==> src/rtl/adc_scan_seq_pkg.sv <==
// Shared types and derivations for the ADC scan sequencer: FSM states,
// counter sizing and the idle levels of the ADC control pins.
package adc_scan_pkg;

    typedef enum logic [3:0] {
        S_OFF      = 4'd0,
        S_BOOT     = 4'd1,
        S_IDLE     = 4'd2,
        S_CONV     = 4'd3,
        S_WAIT_EOC = 4'd4,
        S_SEL      = 4'd5,
        S_RD       = 4'd6,
        S_CAPTURE  = 4'd7,
        S_RELEASE  = 4'd8,
        S_NEXT     = 4'd9
    } state_e;

    localparam logic CONVST_IDLE = 1'b1;
    localparam logic RD_N_IDLE   = 1'b1;
    localparam logic CS_N_IDLE   = 1'b1;
    localparam logic PD_OFF      = 1'b0;

    function automatic int boot_cycles(input int clk_mhz, input int pd_us);
        return clk_mhz * pd_us;
    endfunction

    // Width able to hold 0 .. limit-1; never below one bit.
    function automatic int cnt_width(input int limit);
        return (limit > 1) ? $clog2(limit) : 1;
    endfunction

    function automatic int max_int(input int a, input int b);
        return (a > b) ? a : b;
    endfunction

endpackage

==> src/rtl/adc_scan_seq_if.sv <==
// Bundle of ADC pins, control inputs and result outputs of adc_scan_seq.
// master = sequencer side, slave = ADC / sensor-logic side.
interface adc_scan_seq_if #(
    parameter int NUM_CH = 3,
    parameter int ADDR_W = 2,
    parameter int DATA_W = 8
);
    logic                     pwr;
    logic                     start;
    logic                     cont;
    logic [NUM_CH-1:0]        ch_mask;
    logic [DATA_W-1:0]        data_in;
    logic                     eoc;
    logic [ADDR_W-1:0]        addr;
    logic                     convst;
    logic                     pd;
    logic                     rd_n;
    logic                     cs_n;
    logic                     ready;
    logic                     sample_valid;
    logic [ADDR_W-1:0]        sample_ch;
    logic [DATA_W-1:0]        sample_data;
    logic [NUM_CH*DATA_W-1:0] ch_data;
    logic                     frame_done;
    logic                     timeout_err;

    modport master (
        input  pwr, start, cont, ch_mask, data_in, eoc,
        output addr, convst, pd, rd_n, cs_n, ready, sample_valid,
               sample_ch, sample_data, ch_data, frame_done, timeout_err
    );

    modport slave (
        output pwr, start, cont, ch_mask, data_in, eoc,
        input  addr, convst, pd, rd_n, cs_n, ready, sample_valid,
               sample_ch, sample_data, ch_data, frame_done, timeout_err
    );
endinterface

==> src/rtl/adc_scan_seq_ch_pick.sv <==
// Finds the lowest enabled channel above cur (or at/above cur when incl=1).
module adc_ch_pick #(
    parameter int NUM_CH = 3,
    parameter int ADDR_W = 2
) (
    input  logic [NUM_CH-1:0] mask,
    input  logic [ADDR_W-1:0] cur,
    input  logic              incl,
    output logic              found,
    output logic [ADDR_W-1:0] nxt
);

    // Descending scan so the last hit written is the lowest qualifying channel.
    always_comb begin
        found = 1'b0;
        nxt   = '0;
        for (int i = NUM_CH - 1; i >= 0; i--) begin
            if (mask[i] && ((i > int'(cur)) || (incl && (i == int'(cur))))) begin
                found = 1'b1;
                nxt   = ADDR_W'(i);
            end else begin
                found = found;
                nxt   = nxt;
            end
        end
    end

endmodule

==> src/rtl/adc_scan_seq.sv <==
// Frame sequencer for a parallel-output multi-channel ADC: power-up wait,
// masked ascending channel scan, result bank and EOC timeout handling.
module adc_scan_seq
    import adc_scan_pkg::*;
#(
    parameter int CLK_FREQ    = 50,
    parameter int PD_US       = 25,
    parameter int NUM_CH      = 3,
    parameter int ADDR_W      = 2,
    parameter int DATA_W      = 8,
    parameter int RD_CYC      = 2,
    parameter int EOC_TIMEOUT = 1024
) (
    input  logic          clk,
    input  logic          reset,
    adc_scan_seq_if.master bus
);

    localparam int BOOT_CYC = boot_cycles(CLK_FREQ, PD_US);
    localparam int CNT_W    = max_int(max_int(cnt_width(BOOT_CYC), cnt_width(EOC_TIMEOUT)),
                                      cnt_width(RD_CYC));

    localparam logic [CNT_W-1:0] BOOT_LAST = CNT_W'(BOOT_CYC - 1);
    localparam logic [CNT_W-1:0] EOC_LAST  = CNT_W'(EOC_TIMEOUT - 1);
    localparam logic [CNT_W-1:0] RD_LAST   = CNT_W'(RD_CYC - 1);

    state_e                   state_q, state_d;
    logic [CNT_W-1:0]         cnt_q, cnt_d;
    logic [NUM_CH-1:0]        mask_q, mask_d;
    logic [ADDR_W-1:0]        addr_q, addr_d;
    logic                     convst_q, convst_d;
    logic                     pd_q, pd_d;
    logic                     rd_n_q, rd_n_d;
    logic                     cs_n_q, cs_n_d;
    logic                     ready_q, ready_d;
    logic                     sample_valid_q, sample_valid_d;
    logic [ADDR_W-1:0]        sample_ch_q, sample_ch_d;
    logic [DATA_W-1:0]        sample_data_q, sample_data_d;
    logic [NUM_CH*DATA_W-1:0] ch_data_q, ch_data_d;
    logic                     frame_done_q, frame_done_d;
    logic                     timeout_err_q, timeout_err_d;

    logic                     low_found_s;
    logic [ADDR_W-1:0]        low_ch_s;
    logic                     nxt_found_s;
    logic [ADDR_W-1:0]        nxt_ch_s;

    adc_ch_pick #(.NUM_CH(NUM_CH), .ADDR_W(ADDR_W)) u_pick_low (
        .mask  (bus.ch_mask),
        .cur   ({ADDR_W{1'b0}}),
        .incl  (1'b1),
        .found (low_found_s),
        .nxt   (low_ch_s)
    );

    adc_ch_pick #(.NUM_CH(NUM_CH), .ADDR_W(ADDR_W)) u_pick_next (
        .mask  (mask_q),
        .cur   (addr_q),
        .incl  (1'b0),
        .found (nxt_found_s),
        .nxt   (nxt_ch_s)
    );

    // Next-state and next-output computation; pins follow the upcoming state.
    always_comb begin
        state_d        = state_q;
        cnt_d          = cnt_q;
        mask_d         = mask_q;
        addr_d         = addr_q;
        sample_valid_d = 1'b0;
        sample_ch_d    = sample_ch_q;
        sample_data_d  = sample_data_q;
        ch_data_d      = ch_data_q;
        frame_done_d   = 1'b0;
        timeout_err_d  = timeout_err_q;

        case (state_q)
            S_OFF: begin
                if (bus.pwr) begin
                    state_d = S_BOOT;
                    cnt_d   = '0;
                end else begin
                    state_d = S_OFF;
                end
            end
            S_BOOT: begin
                if (cnt_q == BOOT_LAST) begin
                    state_d = S_IDLE;
                end else begin
                    cnt_d = cnt_q + 1'b1;
                end
            end
            S_IDLE: begin
                // A frame request wins over a power-down in the same cycle.
                if (bus.start) begin
                    if (low_found_s) begin
                        mask_d        = bus.ch_mask;
                        addr_d        = low_ch_s;
                        timeout_err_d = 1'b0;
                        state_d       = S_CONV;
                    end else begin
                        frame_done_d = 1'b1;
                    end
                end else if (!bus.pwr) begin
                    state_d = S_OFF;
                end else begin
                    state_d = S_IDLE;
                end
            end
            S_CONV: begin
                state_d = S_WAIT_EOC;
                cnt_d   = '0;
            end
            S_WAIT_EOC: begin
                if (!bus.eoc) begin
                    state_d = S_SEL;
                end else if (cnt_q == EOC_LAST) begin
                    timeout_err_d = 1'b1;
                    state_d       = S_IDLE;
                end else begin
                    cnt_d = cnt_q + 1'b1;
                end
            end
            S_SEL: begin
                state_d = S_RD;
                cnt_d   = '0;
            end
            S_RD: begin
                if (cnt_q == RD_LAST) begin
                    state_d        = S_CAPTURE;
                    sample_valid_d = 1'b1;
                    sample_ch_d    = addr_q;
                    sample_data_d  = bus.data_in;
                    for (int k = 0; k < NUM_CH; k++) begin
                        if (addr_q == ADDR_W'(k)) begin
                            ch_data_d[k*DATA_W +: DATA_W] = bus.data_in;
                        end else begin
                            ch_data_d[k*DATA_W +: DATA_W] = ch_data_q[k*DATA_W +: DATA_W];
                        end
                    end
                end else begin
                    cnt_d = cnt_q + 1'b1;
                end
            end
            S_CAPTURE: begin
                state_d = S_RELEASE;
            end
            S_RELEASE: begin
                state_d = S_NEXT;
            end
            S_NEXT: begin
                if (nxt_found_s) begin
                    addr_d  = nxt_ch_s;
                    state_d = S_CONV;
                end else begin
                    frame_done_d = 1'b1;
                    if (bus.cont && bus.pwr) begin
                        mask_d = bus.ch_mask;
                        if (low_found_s) begin
                            addr_d  = low_ch_s;
                            state_d = S_CONV;
                        end else begin
                            state_d = S_IDLE;
                        end
                    end else begin
                        state_d = S_IDLE;
                    end
                end
            end
            default: begin
                state_d = S_OFF;
            end
        endcase

        convst_d = (state_d == S_CONV) ? ~CONVST_IDLE : CONVST_IDLE;
        rd_n_d   = (state_d == S_RD) ? ~RD_N_IDLE : RD_N_IDLE;
        cs_n_d   = ((state_d == S_SEL) || (state_d == S_RD) || (state_d == S_CAPTURE))
                   ? ~CS_N_IDLE : CS_N_IDLE;
        pd_d     = (state_d == S_OFF) ? PD_OFF : ~PD_OFF;
        ready_d  = (state_d == S_IDLE);
    end

    // State, counter and registered outputs.
    always_ff @(posedge clk or posedge reset) begin
        if (reset) begin
            state_q        <= S_OFF;
            cnt_q          <= '0;
            mask_q         <= '0;
            addr_q         <= '0;
            convst_q       <= CONVST_IDLE;
            pd_q           <= PD_OFF;
            rd_n_q         <= RD_N_IDLE;
            cs_n_q         <= CS_N_IDLE;
            ready_q        <= 1'b0;
            sample_valid_q <= 1'b0;
            sample_ch_q    <= '0;
            sample_data_q  <= '0;
            ch_data_q      <= '0;
            frame_done_q   <= 1'b0;
            timeout_err_q  <= 1'b0;
        end else begin
            state_q        <= state_d;
            cnt_q          <= cnt_d;
            mask_q         <= mask_d;
            addr_q         <= addr_d;
            convst_q       <= convst_d;
            pd_q           <= pd_d;
            rd_n_q         <= rd_n_d;
            cs_n_q         <= cs_n_d;
            ready_q        <= ready_d;
            sample_valid_q <= sample_valid_d;
            sample_ch_q    <= sample_ch_d;
            sample_data_q  <= sample_data_d;
            ch_data_q      <= ch_data_d;
            frame_done_q   <= frame_done_d;
            timeout_err_q  <= timeout_err_d;
        end
    end

    assign bus.addr         = addr_q;
    assign bus.convst       = convst_q;
    assign bus.pd           = pd_q;
    assign bus.rd_n         = rd_n_q;
    assign bus.cs_n         = cs_n_q;
    assign bus.ready        = ready_q;
    assign bus.sample_valid = sample_valid_q;
    assign bus.sample_ch    = sample_ch_q;
    assign bus.sample_data  = sample_data_q;
    assign bus.ch_data      = ch_data_q;
    assign bus.frame_done   = frame_done_q;
    assign bus.timeout_err  = timeout_err_q;

endmodule
==> src/flat_wrapper.sv <==
// flat-port wrapper written by rule: the top's interface ports become plain ports
module adc_scan_seq_flat import adc_scan_pkg::*;
#(
    parameter int CLK_FREQ    = 50,
    parameter int PD_US       = 25,
    parameter int NUM_CH      = 3,
    parameter int ADDR_W      = 2,
    parameter int DATA_W      = 8,
    parameter int RD_CYC      = 2,
    parameter int EOC_TIMEOUT = 1024
)
  (clk, reset, bus_pwr, bus_start, bus_cont, bus_ch_mask, bus_data_in, bus_eoc, bus_addr, bus_convst, bus_pd, bus_rd_n, bus_cs_n, bus_ready, bus_sample_valid, bus_sample_ch, bus_sample_data, bus_ch_data, bus_frame_done, bus_timeout_err);
  adc_scan_seq_if #(.NUM_CH(NUM_CH), .ADDR_W(ADDR_W), .DATA_W(DATA_W)) bus_i ();
  input  logic clk;
  input  logic reset;
  input wire logic [$bits(bus_i.pwr)-1:0] bus_pwr;
  input wire logic [$bits(bus_i.start)-1:0] bus_start;
  input wire logic [$bits(bus_i.cont)-1:0] bus_cont;
  input wire logic [$bits(bus_i.ch_mask)-1:0] bus_ch_mask;
  input wire logic [$bits(bus_i.data_in)-1:0] bus_data_in;
  input wire logic [$bits(bus_i.eoc)-1:0] bus_eoc;
  output wire logic [$bits(bus_i.addr)-1:0] bus_addr;
  output wire logic [$bits(bus_i.convst)-1:0] bus_convst;
  output wire logic [$bits(bus_i.pd)-1:0] bus_pd;
  output wire logic [$bits(bus_i.rd_n)-1:0] bus_rd_n;
  output wire logic [$bits(bus_i.cs_n)-1:0] bus_cs_n;
  output wire logic [$bits(bus_i.ready)-1:0] bus_ready;
  output wire logic [$bits(bus_i.sample_valid)-1:0] bus_sample_valid;
  output wire logic [$bits(bus_i.sample_ch)-1:0] bus_sample_ch;
  output wire logic [$bits(bus_i.sample_data)-1:0] bus_sample_data;
  output wire logic [$bits(bus_i.ch_data)-1:0] bus_ch_data;
  output wire logic [$bits(bus_i.frame_done)-1:0] bus_frame_done;
  output wire logic [$bits(bus_i.timeout_err)-1:0] bus_timeout_err;
  assign bus_i.pwr = bus_pwr;
  assign bus_i.start = bus_start;
  assign bus_i.cont = bus_cont;
  assign bus_i.ch_mask = bus_ch_mask;
  assign bus_i.data_in = bus_data_in;
  assign bus_i.eoc = bus_eoc;
  assign bus_addr = bus_i.addr;
  assign bus_convst = bus_i.convst;
  assign bus_pd = bus_i.pd;
  assign bus_rd_n = bus_i.rd_n;
  assign bus_cs_n = bus_i.cs_n;
  assign bus_ready = bus_i.ready;
  assign bus_sample_valid = bus_i.sample_valid;
  assign bus_sample_ch = bus_i.sample_ch;
  assign bus_sample_data = bus_i.sample_data;
  assign bus_ch_data = bus_i.ch_data;
  assign bus_frame_done = bus_i.frame_done;
  assign bus_timeout_err = bus_i.timeout_err;
  adc_scan_seq #(.CLK_FREQ(CLK_FREQ), .PD_US(PD_US), .NUM_CH(NUM_CH), .ADDR_W(ADDR_W), .DATA_W(DATA_W), .RD_CYC(RD_CYC), .EOC_TIMEOUT(EOC_TIMEOUT)) u_core (.clk(clk), .reset(reset), .bus(bus_i));
endmodule
==> config.mk <==
export PLATFORM = sky130hd
export DESIGN_NAME = adc_scan_seq_flat
export DESIGN_NICKNAME = d
export VERILOG_FILES = /design/src/rtl/adc_scan_seq_pkg.sv /design/src/rtl/adc_scan_seq_if.sv /design/src/rtl/adc_scan_seq_ch_pick.sv /design/src/rtl/adc_scan_seq.sv /design/src/flat_wrapper.sv
export SDC_FILE = /design/constraint.sdc
export NUM_CORES = 1
export LEC_CHECK = 0
export BUFFER_PORTS_ARGS = -buffer_cell sky130_fd_sc_hd__buf_2
export CAP_MARGIN = 25
export CORE_UTILIZATION = 56
export CTS_BUF_LIST = sky130_fd_sc_hd__clkbuf_4 sky130_fd_sc_hd__clkbuf_8
export DETAILED_ROUTE_END_ITERATION = 6
export HOLD_SLACK_MARGIN = 0.08
export PLACE_DENSITY = 0.82
export REMOVE_ABC_BUFFERS = 1
export SYNTH_ARGS = -nofsm -noshare
export SYNTH_HDL_FRONTEND = slang
export SYNTH_SLANG_ARGS = --single-unit
==> constraint.sdc <==
create_clock -name clk -period 2.7 [get_ports clk]
set_input_delay 0.27 -clock clk [delete_from_list [all_inputs] [get_ports clk]]
set_output_delay 0.27 -clock clk [all_outputs]
set_load 0.02 [all_outputs]
==> qor.csv, run 1 <==
stage,metric,value,unit
outcome,status,"finished, final reports clean",
sta,Rel. slew slack,49.6,%
global_routing,grt ovf,0,
worst_setup_path,CP Launch Type,flip-flop,
sta,slew at the pin closest to its max-slew limit,0.746,ns
final_layout,Fillers,358,
floorplan,Starting Density,59.3,%
floorplan,core area,4820,µm²
final_layout,area occupied by multi-input gates,1230,µm²
sta,Final setup viols,0,
clock_network,TritonCTS clock tree,done,
worst_setup_path,"Req. time, crit path",2.93,ns
floorplan,die area,5390,µm²
place,Placer Congestion,0.864,
clock_network,Clock Latency Late Sink,0.34,ns
final_layout,final net count,337,
drt,via count,2287,
power_and_ir_drop,PD cells,939,nW/µm²
logic_synthesis,Yosys top cell area share,50.8,%
global_routing,vias in the first global route,2146,
worst_setup_path,WP data arrival,2.76,ns
sta,setup TNS,0,ns
logic_synthesis,Synth Register Bits,61,
sta,RSZ-0062 raised after global routing,no,
floorplan,row cnt,25,
logic_synthesis,"Cell Area, Synth",2860,µm²
final_layout,sequential cell area,1530,µm²
global_routing,GR Util All Layers,26.5,%
floorplan,Die H,73.4,µm
logic_synthesis,Area contributors post-synth,"dfrtp_1 51%, mux2_2 14%, o31ai_1 3.7%",
logic_synthesis,ys async rst share,100,%
logic_synthesis,Post-Syn Instances,247,
logic_synthesis,Avg Inst Size Synth,11.6,µm²
hold_path,Hold Path Class,in2reg,
worst_setup_path,WS Path Type,reg2reg,
sta,min Tclk post-route,2.53,ns
power_and_ir_drop,power consumption,0.00334,W
final_layout,"commonest non-fill, non-tap cell in the layout",buf_2,
logic_synthesis,Post-synth EDFFs,0,
drt,Iter 0 DRT Violations,107,
clock_network,htree depth,3,
floorplan,Die W,73.4,µm
drt,Vias per Instance,5.86,
final_layout,layout cell share with drive strength beyond 1,41.2,%
logic_synthesis,Yosys cell types,46,
clock_network,CTS Buffer Depth,2,
place,DP Wirelength,4.64,mm
final_layout,antenna fix cells,0,
drt,Initial DRT Pass Iterations,7,
logic_synthesis,most used flip-flop cell after synthesis,dfrtp_1,
drt,WL final,6.45,mm
job,max cap viols,0,
hold_path,Hold Crit Depth,2,
logic_synthesis,Yosys warning total,0,
drt,DRC Markers,0,
worst_setup_path,crit path capture type,flip-flop,
final_layout,P&R area growth vs syn,24.4,%
drt,WL/cell,16.5,µm
global_routing,largest net degree at the start of global routing,27,
power_and_ir_drop,Leakage,1.74,nW
global_routing,first-pass GRT wire length,10.4,mm
place,PortBufs,60,
sta,fin. max-slew vios,0,
clock_network,clk root buf,clkbuf_8,
global_routing,initial antenna violation count,0,
sta,"Hold Vio Cnt, Final",0,
final_layout,"commonest cells after routing, fill and taps aside","60 x buf_2, 58 x dfrtp_1, 36 x mux2_2, 14 x nor2_1, 14 x o31ai_1",
clock_network,post-CTS sizing,0,
clock_network,clock sink total,61,
clock_network,Clock transition at path regs,0.07,ns
clock_network,CTS buffer count,9,
floorplan,I/O pin count,61,
sta,Fmax,395,MHz
worst_setup_path,Reg2Reg Depth,5,
worst_setup_path,crit-path max FO,8,
power_and_ir_drop,Max VDD drop,0.609,mV
logic_synthesis,sequential share of the synthesized area,53.6,%
sta,Worst Skew,0.00561,ns
logic_synthesis,Synth area leader,dfrtp_1,
sta,Tcrit/Tclk final,93.8,%
drt,post-route ant nets,0,
[flip-flops by register name, indices dropped and copies added (netlist names), 2 cells and up]
register,count
u_core.bus.ch_data,24
u_core.cnt_q,11
u_core.bus.sample_data,8
u_core.state_q,4
u_core.bus.addr,2
u_core.bus.sample_ch,2
u_core.mask_q,2
[metrics by stage]
step | setup slack (ns) | utilization [%] | instances | hold slack (ns) | area, µm²
floorplan | 0.0309 | - | 233 | 0.405 | 2790
global placement | 0.188 | 67.7 | 372 | 0.258 | 3260
detailed placement | 0.130 | 67.7 | 372 | 0.273 | 3260
CTS | 0.0990 | 73.4 | 389 | 0.184 | 3530
global route | 0.0130 | 73.8 | 390 | 0.197 | 3550
finish | 0.167 | 73.8 | 390 | 0.189 | 3550
[repair_timing]
| item | CTS | global route |
|---|---|---|
| endpoints found under the hold margin | 15 | 0 |
| endpoints found under the setup margin | 0 | 8 |
| buffers inserted | 0 | 1 |
| hold buffers | 1 | 0 |
[final cells by class]
cell class	instances	share of cell area, %
Sequential cell	61	43.0
Multi-Input combinational cell	164	34.6
Timing Repair Buffer	74	11.8
Clock inverter	7	3.87
Clock buffer	9	3.48
Tap cell	67	2.36
Inverter	8	0.845
[where the power goes]
part | total, W | leakage (nW) | internal (W) | switching (W)
clock | 0.00106 | 0.129 | 0.000703 | 0.000359
sequential | 0.00127 | 0.790 | 0.00108 | 0.000186
combinational | 0.00101 | 0.819 | 0.000417 | 0.000593
total | 0.00334 | 1.74 | 0.00220 | 0.00114
[cell families after synthesis]
logic type      share of synthesized area [%]
simple gates                             14.6
flops                                    53.6
mux                                      14.6
fa+ha+maj                               0.876
buf+inv                                  3.42
compound gates                           12.9
[Yosys cell counts (all sizes together) (2+ instances only)]
library cell  count
a22oi             2
o22ai             2
or3               4
ha                2
o31ai            14
a21oi             5
mux2             37
inv               8
nand2b            8
o41ai             3
nor2b             2
or4               3
nor2             14
nand3b            2
nand3             9
nor4b             2
clkbuf            8
dfstp             3
and3              6
o21bai            2
nor3b             2
nand2            10
nor3              4
dfrtp            58
buf               6
nand4             2
a31oi             3
o21ai            12
[per-layer routing]
layer  wire (µm)  share of wire [%]  vias up  track usage (%)
met4         147                2.3        0             13.2
li1            -                  -     1056                -
met2        3340                 52       90             44.4
met1        2590                 40     1127             32.7
met3         379                5.9       14             5.21
met5           0                  0        -                0
[worst max-delay path, stage by stage (launching register included)]
cell	delay, ns
dfrtp_1	0.44
nor4_1	0.31
nand3b_1	0.18
or4_1	0.70
nand2b_1	0.41
mux2_2	0.38
[path summary, 6_finish.rpt]
| kind | from | to | slack, ns |
|---|---|---|---|
| max in group asynchronous | reset | u_core.bus.convst | 1.57 |
| min in group asynchronous | reset | u_core.bus.ch_data[8] | 0.44 |
| min | bus_ch_mask[2] | u_core.mask_q[2] | 0.19 |
| max reg2reg | u_core.cnt_q[4] | u_core.bus.ch_data[2] | 0.17 |
| max | u_core.cnt_q[4] | u_core.bus.ch_data[2] | 0.17 |
| min reg2reg | u_core.bus.ch_data[10] | u_core.bus.ch_data[10] | 0.48 |
No activity file was read; power rests on OpenSTA's default activity.
==> run 2: changes to the inputs <==
Settings changed: GPL_TIMING_DRIVEN set to 0.
==> qor.csv, run 2 (synthesized netlist as in run 1, its figures left out) <==
stage,metric,value,unit,change
power_and_ir_drop,PD cells,869,nW/µm²,was 939 nW/µm²
hold_path,Hold Path Class,in2reg,,unchanged
final_layout,layout cell share with drive strength beyond 1,41.0,%,was 41.2%
sta,slew at the pin closest to its max-slew limit,1.04,ns,was 0.746 ns
sta,min Tclk post-route,2.67,ns,was 2.53 ns
job,max cap viols,0,,unchanged
final_layout,"commonest cells after routing, fill and taps aside","60 x buf_2, 58 x dfrtp_1, 36 x mux2_2, 14 x nor2_1, 14 x o31ai_1",,unchanged
global_routing,vias in the first global route,2061,,"was 2,146"
global_routing,largest net degree at the start of global routing,43,,was 27
global_routing,GR Util All Layers,24.0,%,was 26.5%
floorplan,row cnt,25,,unchanged
hold_path,Hold Startpoint,bus_ch_mask[2],,unchanged
global_routing,first-pass GRT wire length,9.52,mm,was 10.4 mm
final_layout,max reg flops,24,,unchanged
drt,Vias per Instance,5.76,,was 5.86
drt,DRC Markers,0,,unchanged
place,PortBufs,60,,unchanged
worst_setup_path,crit path capture type,flip-flop,,unchanged
floorplan,Starting Density,59.3,%,unchanged
floorplan,Die H,73.4,µm,unchanged
worst_setup_path,crit-path max FO,15,,was 8
clock_network,Clock Latency Late Sink,0.33,ns,was 0.34 ns
sta,final worst slack,0.0331,ns,was 0.167 ns
clock_network,CTS buffer count,9,,unchanged
sta,Final setup viols,0,,unchanged
clock_network,CTS Buffer Depth,2,,unchanged
worst_setup_path,WS Path Type,reg2reg,,unchanged
place,placed instance area,3200,µm²,was 3260 µm²
drt,WL final,5.95,mm,was 6.45 mm
outcome,status,"finished, final reports clean",,unchanged
drt,Initial DRT Pass Iterations,4,,was 7
clock_network,htree depth,3,,unchanged
final_layout,antenna fix cells,0,,unchanged
sta,"Hold Vio Cnt, Final",0,,unchanged
floorplan,I/O pin count,61,,unchanged
worst_setup_path,Setup crit start,u_core.cnt_q[8],,was u_core.cnt_q[4]
sta,fin. max-slew vios,0,,unchanged
drt,via count,2201,,"was 2,287"
global_routing,grt ovf,0,,unchanged
clock_network,clk root buf,clkbuf_8,,unchanged
drt,Iter 0 DRT Violations,137,,was 107
floorplan,core area,4820,µm²,unchanged
worst_setup_path,CP Launch Type,flip-flop,,unchanged
floorplan,Die W,73.4,µm,unchanged
place,DP Wirelength,4.15,mm,was 4.64 mm
sta,Fmax,375,MHz,was 395 MHz
worst_setup_path,WP data arrival,2.88,ns,was 2.76 ns
sta,Worst Skew,0.00573,ns,was 0.00561 ns
power_and_ir_drop,Max VDD drop,0.487,mV,was 0.609 mV
clock_network,TritonCTS clock tree,done,,unchanged
place,"worst slack, placed",-0.279,ns,was 0.130 ns
worst_setup_path,r2r startpoint,u_core.cnt_q[8],,was u_core.cnt_q[4]
drt,post-route ant nets,0,,unchanged
final_layout,final net count,329,,was 337
place,Placer Congestion,0.795,,was 0.864
final_layout,"commonest non-fill, non-tap cell in the layout",buf_2,,unchanged
sta,Tcrit/Tclk final,98.8,%,was 93.8%
floorplan,die area,5390,µm²,unchanged
power_and_ir_drop,Leakage,1.67,nW,was 1.74 nW
global_routing,initial antenna violation count,0,,unchanged
final_layout,post-route cell area,3450,µm²,was 3550 µm²
clock_network,Clock transition at path regs,0.07,ns,about the same
drt,WL/cell,15.6,µm,was 16.5 µm
clock_network,clock sink total,61,,unchanged
final_layout,P&R area growth vs syn,20.8,%,was 24.4%
worst_setup_path,"Req. time, crit path",2.92,ns,was 2.93 ns
sta,Rel. slew slack,29.6,%,was 49.6%
## run 2: final cells by class
cell class / count / area (µm²)
clock buffer: 12 / 159
clock inverter: 4 / 22.5
fill: 378 / 1370
inverter: 8 / 30.0
multi-input combinational: 164 / 1250
sequential: 61 / 1530
tap: 67 / 83.8
timing repair buffer: 66 / 373
## run 2: layer usage
metal | global-route usage, % | part of all wire, %
met1 | 30.2 | 43
met2 | 39.3 | 51
met3 | 4.39 | 4.1
met4 | 13.0 | 1.3
met5 | 0 | 0
## run 2: worst max-delay path: stages (launching register included)
cell and delay [ns]:
dfrtp_1 0.45, nor4_1 0.35, nand3b_1 0.24, or4_4 0.74
nand2b_1 0.40, mux2_2 0.37
## run 2: report_power, final
part | switching, W | internal (W)
sequential | 0.000181 | 0.00108
combinational | 0.000588 | 0.000414
clock | 0.000346 | 0.000388
total | 0.00111 | 0.00188
## run 2: final timing paths
| path | to | slack [ns] | depth (start not counted) |
|---|---|---|---|
| worst max register to register | u_core.bus.ch_data[0] | 0.03 | 5 |
| worst min-delay path | u_core.mask_q[2] | 0.21 | 2 |
| min in group asynchronous | u_core.state_q[2] | 0.49 | 3 |
| max in group asynchronous | u_core.bus.convst | 1.58 | 4 |
| worst min register to register | u_core.bus.sample_data[4] | 0.50 | 1 |
| worst max-delay path | u_core.bus.ch_data[0] | 0.03 | 5 |
## run 2: stage by stage
stage | TNS [ns] | std cells | hold slack (ns) | util [%] | total power [W]
final | 0 | 382 | 0.207 | 71.6 | 0.00300
after global routing | -0.582 | 382 | 0.199 | 71.6 | 0.00318
after CTS | 0 | 381 | 0.195 | 71.0 | 0.00299
after detailed placement | -6.54 | 362 | 0.300 | 66.4 | 0.00225
after global placement | -9.14 | 360 | 0.481 | 65.9 | 0.00220
after floorplan | 0 | 233 | 0.405 | - | 0.00194
## run 2: repair_timing
action                                  in CTS  in global routing
gates cloned                                 0                  0
endpoints found under the setup margin      34                 17
hold buffers                                 1                  0
gates resized for setup                      4                  2
hold endpoints to repair                    18                  0
pin swaps                                    1                  1
setup buffers                                2                  1
